`config.mk`:
```
export PLATFORM = sky130hd
export DESIGN_NAME = whack_input_capture_flat
export DESIGN_NICKNAME = d
export VERILOG_FILES = /design/src/rtl/whack_input_capture_if.sv /design/src/rtl/whack_input_capture.sv /design/src/flat_wrapper.sv
export SDC_FILE = /design/constraint.sdc
export NUM_CORES = 1
export LEC_CHECK = 0
export ABC_CLOCK_PERIOD_IN_PS = 4200
export CORE_MARGIN = 3
export CORE_UTILIZATION = 51
export DETAILED_ROUTE_END_ITERATION = 12
export GPL_ROUTABILITY_DRIVEN = 0
export PLACE_DENSITY = 0.73
export SYNTH_ARGS = -nofsm -noshare
export SYNTH_HDL_FRONTEND = slang
export SYNTH_HIERARCHICAL = 1
export SYNTH_SLANG_ARGS = --single-unit
```
`constraint.sdc`:
```
create_clock -name clock_i -period 4.2 [get_ports clock_i]
set_input_delay 0.42 -clock clock_i [delete_from_list [all_inputs] [get_ports clock_i]]
set_output_delay 0.42 -clock clock_i [all_outputs]
set_load 0.01 [all_outputs]
```
`src/rtl/whack_input_capture_if.sv`:
```
// Switch/mole bundle between the game logic and the input capture block.
// master drives switches, moles and game controls; slave returns debounced levels and scoring.
interface whack_input_capture_if #(
  parameter int WIDTH = 16
);
  logic [WIDTH-1:0] switches_i;
  logic [WIDTH-1:0] moles_i;
  logic             enable_i;
  logic             clear_i;
  logic [WIDTH-1:0] switches_db_o;
  logic             whack_o;
  logic [3:0]       whack_idx_o;
  logic             miss_o;
  logic [15:0]      hit_count_o;
  logic             armed_o;

  modport master (
    output switches_i, moles_i, enable_i, clear_i,
    input  switches_db_o, whack_o, whack_idx_o, miss_o, hit_count_o, armed_o
  );

  modport slave (
    input  switches_i, moles_i, enable_i, clear_i,
    output switches_db_o, whack_o, whack_idx_o, miss_o, hit_count_o, armed_o
  );
endinterface

```
`src/rtl/whack_input_capture.sv`:
```
// Slide-switch debouncer and whack-a-mole hit/miss scorer.
// Each lane synchronizes and debounces one switch; the top classifies lane events against lit moles.
module whack_lane #(
  parameter int STABLE_SAMPLES = 4
) (
  input  logic clock_i,
  input  logic reset_i,
  input  logic tick,
  input  logic load,
  input  logic sw,
  output logic db,
  output logic evt
);
  logic [1:0] sync;
  logic [2:0] cnt;

  always_ff @(posedge clock_i or negedge reset_i) begin
    if (!reset_i) begin
      sync <= '0;
      cnt  <= '0;
      db   <= 1'b0;
      evt  <= 1'b0;
    end else begin
      sync <= {sync[0], sw};
      evt  <= 1'b0;
      if (tick) begin
        if (load) begin
          // initial capture: adopt the current level silently
          db  <= sync[1];
          cnt <= '0;
        end else if (sync[1] != db) begin
          if (cnt == 3'(STABLE_SAMPLES - 1)) begin
            db  <= ~db;
            cnt <= '0;
            evt <= 1'b1;
          end else begin
            cnt <= cnt + 3'd1;
          end
        end else begin
          cnt <= '0;
        end
      end
    end
  end
endmodule

module whack_input_capture #(
  parameter int WIDTH          = 16,
  parameter int SAMPLE_CYCLES  = 100000,
  parameter int STABLE_SAMPLES = 4
) (
  input  logic                  clock_i,
  input  logic                  reset_i,
  whack_input_capture_if.slave  bus
);
  localparam int PW = (SAMPLE_CYCLES > 1) ? $clog2(SAMPLE_CYCLES) : 1;

  typedef enum logic {CAPTURE, RUN} state_t;

  state_t           state;
  logic [PW-1:0]    pre;
  logic             tick;
  logic [WIDTH-1:0] db, evt, hits;
  logic [3:0]       hit_idx;
  logic             whack, miss;
  logic [3:0]       whack_idx;
  logic [15:0]      hit_cnt;

  assign tick = (pre == PW'(SAMPLE_CYCLES - 1));

  always_ff @(posedge clock_i or negedge reset_i) begin
    if (!reset_i) pre <= '0;
    else if (tick) pre <= '0;
    else           pre <= pre + 1'b1;
  end

  for (genvar g = 0; g < WIDTH; g++) begin : g_lane
    whack_lane #(.STABLE_SAMPLES(STABLE_SAMPLES)) u_lane (
      .clock_i (clock_i),
      .reset_i (reset_i),
      .tick    (tick),
      .load    (state == CAPTURE),
      .sw      (bus.switches_i[g]),
      .db      (db[g]),
      .evt     (evt[g])
    );
  end

  assign hits = evt & bus.moles_i;

  always_comb begin
    hit_idx = '0;
    for (int i = WIDTH - 1; i >= 0; i--)
      if (hits[i]) hit_idx = 4'(i);
  end

  always_ff @(posedge clock_i or negedge reset_i) begin
    if (!reset_i) begin
      state     <= CAPTURE;
      whack     <= 1'b0;
      miss      <= 1'b0;
      whack_idx <= '0;
      hit_cnt   <= '0;
    end else begin
      whack <= 1'b0;
      miss  <= 1'b0;
      case (state)
        CAPTURE: if (tick) state <= RUN;
        RUN: if (bus.enable_i) begin
          if (|hits) begin
            whack     <= 1'b1;
            whack_idx <= hit_idx;
            if (hit_cnt != 16'hFFFF) hit_cnt <= hit_cnt + 16'd1;
          end else if (|evt) begin
            miss <= 1'b1;
          end
        end
        default: state <= CAPTURE;
      endcase
      // clear wins over a same-cycle hit, but the whack pulse above still fires
      if (bus.clear_i) hit_cnt <= '0;
    end
  end

  assign bus.switches_db_o = db;
  assign bus.whack_o       = whack;
  assign bus.whack_idx_o   = whack_idx;
  assign bus.miss_o        = miss;
  assign bus.hit_count_o   = hit_cnt;
  assign bus.armed_o       = (state == RUN);
endmodule

```
`src/flat_wrapper.sv`:
```
// flat-port wrapper written by rule: the top's interface ports become plain ports
module whack_input_capture_flat 
#(
  parameter int WIDTH          = 16,
  parameter int SAMPLE_CYCLES  = 100000,
  parameter int STABLE_SAMPLES = 4
)
  (clock_i, reset_i, bus_switches_i, bus_moles_i, bus_enable_i, bus_clear_i, bus_switches_db_o, bus_whack_o, bus_whack_idx_o, bus_miss_o, bus_hit_count_o, bus_armed_o);
  whack_input_capture_if #(.WIDTH(WIDTH)) bus_i ();
  input  logic clock_i;
  input  logic reset_i;
  input wire logic [$bits(bus_i.switches_i)-1:0] bus_switches_i;
  input wire logic [$bits(bus_i.moles_i)-1:0] bus_moles_i;
  input wire logic [$bits(bus_i.enable_i)-1:0] bus_enable_i;
  input wire logic [$bits(bus_i.clear_i)-1:0] bus_clear_i;
  output wire logic [$bits(bus_i.switches_db_o)-1:0] bus_switches_db_o;
  output wire logic [$bits(bus_i.whack_o)-1:0] bus_whack_o;
  output wire logic [$bits(bus_i.whack_idx_o)-1:0] bus_whack_idx_o;
  output wire logic [$bits(bus_i.miss_o)-1:0] bus_miss_o;
  output wire logic [$bits(bus_i.hit_count_o)-1:0] bus_hit_count_o;
  output wire logic [$bits(bus_i.armed_o)-1:0] bus_armed_o;
  assign bus_i.switches_i = bus_switches_i;
  assign bus_i.moles_i = bus_moles_i;
  assign bus_i.enable_i = bus_enable_i;
  assign bus_i.clear_i = bus_clear_i;
  assign bus_switches_db_o = bus_i.switches_db_o;
  assign bus_whack_o = bus_i.whack_o;
  assign bus_whack_idx_o = bus_i.whack_idx_o;
  assign bus_miss_o = bus_i.miss_o;
  assign bus_hit_count_o = bus_i.hit_count_o;
  assign bus_armed_o = bus_i.armed_o;
  whack_input_capture #(.WIDTH(WIDTH), .SAMPLE_CYCLES(SAMPLE_CYCLES), .STABLE_SAMPLES(STABLE_SAMPLES)) u_core (.clock_i(clock_i), .reset_i(reset_i), .bus(bus_i));
endmodule
```
* Word-level counts from Yosys, hierarchy flattened
Cells that the tools add are included.
Word-level totals: register bits 152, input port bits 36, output and inout bits 39, word-level logic and storage cells 386
Operators by class: $add $sub $neg 18, equality and inequality tests 66, mux-type cells 191, bitwise gates (word level) 17, reductions and logical operators 24
Operators with widths (number):
- two-way mux 3 bit | 48
- two-way mux 1 bit | 121
- two-way mux 16 bit | 5
- two-way mux 4 bit | 16
- inequality test 2 bit, second input constant | 32
- AND reduction 3 bit | 17
- adder 3 x 1 -> 3 bit, second input constant | 16
- == test 3 x 2 -> 1 bit, second input constant | 16
- OR reduction 16 bit | 2
- adder 17 x 1 -> 17 bit, second input constant | 1
- == test 17 bit, second input constant | 1
- two-way mux 17 bit | 1
- adder 16 x 1 -> 16 bit, second input constant | 1
- AND 16 bit | 1
- inequality test 1 bit | 16
- inequality test 16 bit, second input constant | 1
- inverter 1 bit | 16
- nonzero test 2 bit | 4
- AND reduction 4 bit | 1

* Depth between registers and ports, before layout
word-level depth 17, mapped depth 7, depth with buffers taken out 6

* By module
Netlist, hierarchy kept.
Modules (own cells, without submodules):
- whack_lane | times used 16, cells each 25, area an instance 296.5 µm², seq. area each 175.2 µm²
- whack_input_capture | times used 1, cells each 237, area an instance 2260.9 µm², seq. area each 1001.0 µm²

* Least setup slack after synthesis
Ideal clock, no wire load.
path kind reg2reg, from register u_core.pre[6], to register u_core.g_lane[0].u_lane.db, setup time 126 ps, arrival 4206 ps, data required time 4074 ps, slack -131 ps, cell stages (with the launch flop) 7, path buffers 1, period minus slack after synthesis 4331 ps, cell sequence dfrtp_1 nor4bb_1 nand2_1 nor4_1 clkbuf_1 o21ai_2 mux2_4
On the way: word-level cells in the longest chain between the ends 2
RTL lines:
- start, declared | line whack_input_capture.sv:61 | logic [PW-1:0] pre;
- start signal, assigned | line whack_input_capture.sv:74 | else pre <= pre + 1'b1;
- == test 17 bit | line whack_input_capture.sv:69 | assign tick = (pre == PW'(SAMPLE_CYCLES - 1));
- via u_core.tick | line whack_input_capture.sv:62 | logic tick;
- AND reduction 3 bit (no source line)
- end signal, assigned | line whack_input_capture.sv:29 | db <= sync[1];
- end signal, assigned | line whack_input_capture.sv:33 | db <= ~db;
- end, declared | line whack_input_capture.sv:11 | output logic db,
The timed path passes the listed nets, and every way through them passes these cells. A chain may end at the register's enable or synchronous reset.

* Final worst setup path
from register u_core.g_lane[12].u_lane.evt, to register u_core.hit_cnt[15] (netlist: u_core/bus.hit_count_o[15])
On the way: word-level cells in the longest chain between the ends 4
RTL lines:
- start, declared | line whack_input_capture.sv:12 | output logic evt
- start signal, assigned | line whack_input_capture.sv:22 | evt <= 1'b0;
- start signal, assigned | line whack_input_capture.sv:25 | evt <= 1'b0;
- start signal, assigned | line whack_input_capture.sv:35 | evt <= 1'b1;
- AND 16 bit | line whack_input_capture.sv:89 | assign hits = evt & bus.moles_i;
- OR reduction 16 bit | line whack_input_capture.sv:110 | if (|hits) begin
- nonzero test 2 bit (no source line)
- AND reduction 4 bit (no source line)
- end signal, assigned | line whack_input_capture.sv:113 | if (hit_cnt != 16'hFFFF) hit_cnt <= hit_cnt + 16'd1;
- end, declared | line whack_input_capture.sv:67 | logic [15:0] hit_cnt;
No other way between the ends.

==> metrics.cfg <==
[global_routing]
first_global_vias = 5073
grt-ovfl-total = 0
grt_start_max_net_pins = 103
grt_antenna_before_repair = 0
grt_first_pass_wirelength_um = 24600
grtUsageTotal = 0.208

[sta]
fin_hold_ws_ps = 93.1
fin_worst_skew_ps = 7.98
tightestPinTransition_ps = 1010
final_hold_viol_count = 0
fin_setup_tns_ps = 0
relative_max_transition_margin = 0.328
setup_viol = 0
final.min_clock_period_ps = 2360
grt_setup_unrepaired = no
fin_crit_sh = 0.561
fmax_mhz = 425
slew_violations = 0

[logic_synthesis]
muxShareOfSynthArea = 0.0497
yosys.cell_types.count = 49
synth-compound-area-share = 0.102
yosys_warnings = 6
synth_seq_area_share = 0.543
post_synth_instance_area_um2 = 7010
main_combinational_cell_family_by_area_after_synthesis = simple AND/OR/NAND/NOR gates
yosys.area.top_type = sky130_fd_sc_hd__dfrtp_1
post_synthesis_share_of_cell_area_spent_on_xor_and_xnor_gates = 0.0375
synth_adder_area_share = 0.0321
syn-num-nets = 691
ys_ff_latch = 152
synth_top_flop_cell = sky130_fd_sc_hd__dfrtp_1
synth_edf_count = 0
synth_top_cell_area_share = 0.543
postSynth.asyncResetShare = 1.00
post_synth_and_or_nand_nor_area_fraction = 0.201
syn_inst = 637
syn-mean-instance-area_um2 = 11.0
synth_top_cells_by_area = sky130_fd_sc_hd__dfrtp_1 54%, sky130_fd_sc_hd__o22ai_1 4.3%, sky130_fd_sc_hd__mux2_4 3.9%

[die]
boundaryPins = 75
floorplan.initialDensity = 0.525
chipHeight_um = 123
die_area_um2 = 15200
die_w_um = 123
placeableCoreArea_um2 = 13300
std_cell_rows = 42

[status]
run_status = complete, no violations

[clock_network]
cts_tree = built
worstSkewPairLatency_ps = 420
clock_tree.root_cell = sky130_fd_sc_hd__clkbuf_16
cts.path.max_buffers = 2
cts.repair.resized = 0
clkSlewWorstSetupHoldPaths_ps = 60
number_of_buffers_added_for_setup_after_cts = 0
cts_made_buffers = 17
cts-hold-fix-buffers = 0
clkSinkCount = 152
ctsHtreeMaxLevel = 4

[route]
detail_route.first_pass.iterations = 5
antenna_violating_nets_post_route = 0
detail_route.drc_violations = 0
first_iter_violations = 384
drt_wl_total_um = 14600
via_per_inst = 5.49
drt-wirelength-per-cell_um = 15.9
route.vias.total = 5030

[run]
max_cap_violations = 0

[setup_path]
cp.required_ps = 4510
depth_of_the_most_critical_reg_to_reg_path = 5
worstPathMaxFanout = 13
criticalPathCategory = flip-flop to flip-flop
r2r_slack_ps = 1850
timing.rr.end = u_core/bus.hit_count_o[15]
crit_path_capture_type = flip-flop
worst_setup_path_start_kind = flip-flop
worstReg2RegStart = u_core/g_lane[12].u_lane/evt
critical_path_data_arrival_time_ps = 2660

[layout]
layout-drive-gt1-share = 0.142
n_antenna_cell = 0
fin_nets = 782
layout.cell_area.non_filler_um2 = 8610
area_growth_syn_to_layout_pct = 23.0
final_util = 0.645
layout.filler_cells = 1063

[pwr]
p_switching_w = 0.000633
irDropWorstVdd_v = 0.000288
power.share.switching = 0.200
power.internal_w = 0.00254
total_power_w = 0.00317
power.combinational.fraction = 0.024
static_leakage_power_nw = 3.74
p_seq_frac = 0.469
power_density_nw_per_um2 = 368
power_frac_clock = 0.507

[placed_design]
port_buffers = 74
hpwlAfterDp_um = 9960
dpl-instance-area_um2 = 7980

[min_path]
hold_path.class = primary input to asynchronous set/reset pin

## metal layers
metal / share of wire / vias to the layer above / GRT usage / wire length [um]
met5: 0 / - / 0 / 0
met4: 0.014 / 0 / 0.0671 / 203
met3: 0.062 / 19 / 0.0572 / 903
met2: 0.46 / 122 / 0.322 / 6700
met1: 0.46 / 2462 / 0.288 / 6780
li1: - / 2427 / - / -
## cells by family (layout without fill, tap and decap cells)
kind of cell               after synthesis  count (layout)
buffers and inverters                   62             166
xor gates and xnor gates                30              30
AOI/OAI and AO/OA                      104             104
and+or+nand+nor                        246             246
DFF                                    152             152
muxes                                   25              25
adders and majority gates               18              18
## cells in the final DEF (no fill, tap or decap), drive strengths merged, types with 2 or more instances in the layout
master and n:
clkdlybuf4s50 73, nor2b 23, nand3 48, nor3 2
ha 18, mux2 24, nor4 12, o31ai 5
a31oi 2, nand2 43, clkinv 4, and2 2
nand4 10, dfrtp 152, a21oi 11, or2b 16
a311oi 2, o22ai 48, or4 5, xor2 23
and3 5, clkinvlp 4, xnor2 7, nor4b 3
or2 3, o21ai 21, a22oi 9, nor2 36
bufinv 4, buf 6, or3 2, clkbuf 20
nand2b 34, inv 55
## worst max-delay path by stage
stage                                            start                    endpoint  cells past startpoint
final                     u_core/g_lane[12].u_lane/evt  u_core/bus.hit_count_o[15]                      5
after global routing      u_core/g_lane[12].u_lane/evt  u_core/bus.hit_count_o[11]                      5
after CTS                 u_core/g_lane[12].u_lane/evt  u_core/bus.hit_count_o[15]                      5
after detailed placement               bus_moles_i[11]  u_core/bus.hit_count_o[15]                      6
after global placement                 bus_moles_i[12]  u_core/bus.hit_count_o[11]                      6
after floorplan                          u_core/pre[6]  u_core/g_lane[0].u_lane/db                      6
## synthesized netlist by cell type (all sizes together), types with 3 or more instances
library cell	count
a21oi	11
a22oi	9
and3	5
buf	3
clkbuf	4
dfrtp	152
ha	18
inv	55
mux2	24
nand2	43
nand2b	34
nand3	48
nand4	10
nor2	36
nor2b	23
nor4	12
nor4b	3
o21ai	21
o22ai	48
o31ai	5
or2	3
or2b	16
or4	5
xnor2	7
xor2	23
## metrics by stage
stage | worst slack, ps | instances
after global routing | 1680 | 917
after floorplan | 1290 | 637
after global placement | 1550 | 885
after CTS | 1880 | 917
after detailed placement | 1470 | 885
final | 1850 | 917
## sequential cells by signal, summed over array words and instances (netlist names)
signal / cells
u_core/g_lane.u_lane/db: 16
u_core/bus.whack_idx_o: 4
u_core/bus.miss_o: 1
u_core/g_lane.u_lane/cnt: 48
u_core/bus.armed_o: 1
u_core/bus.hit_count_o: 16
u_core/g_lane.u_lane/sync: 32
u_core/pre: 17
u_core/bus.whack_o: 1
u_core/g_lane.u_lane/evt: 16
## worst max-delay path, stage by stage (launching register included)
cell and delay [ps]:
sky130_fd_sc_hd__dfrtp_1 440, sky130_fd_sc_hd__a22oi_1 390, sky130_fd_sc_hd__nand4_1 270, sky130_fd_sc_hd__nor2_1 670, sky130_fd_sc_hd__nor4b_2 140, sky130_fd_sc_hd__mux2_4 320
## area by class of cell
type	count	area, um^2	area share
sequential	152	3800	0.442
tap	176	220	0.0256
clock inverter	12	174	0.0202
clock buffer	20	457	0.0530
multi-input combinational	423	2960	0.344
timing repair buffer	79	792	0.0920
inverter	55	206	0.0240
## power groups by stage
stage / registers, W / logic (W) / clock network [W]
after floorplan: 0.00151 / 0.00000901 / 0
after global placement: 0.00151 / 0.0000755 / 0
after detailed placement: 0.00151 / 0.0000778 / 0
after CTS: 0.00149 / 0.0000782 / 0.00164
after global routing: 0.00149 / 0.0000847 / 0.00170
final: 0.00149 / 0.0000753 / 0.00161
No activity file was read; power rests on OpenSTA's default activity.
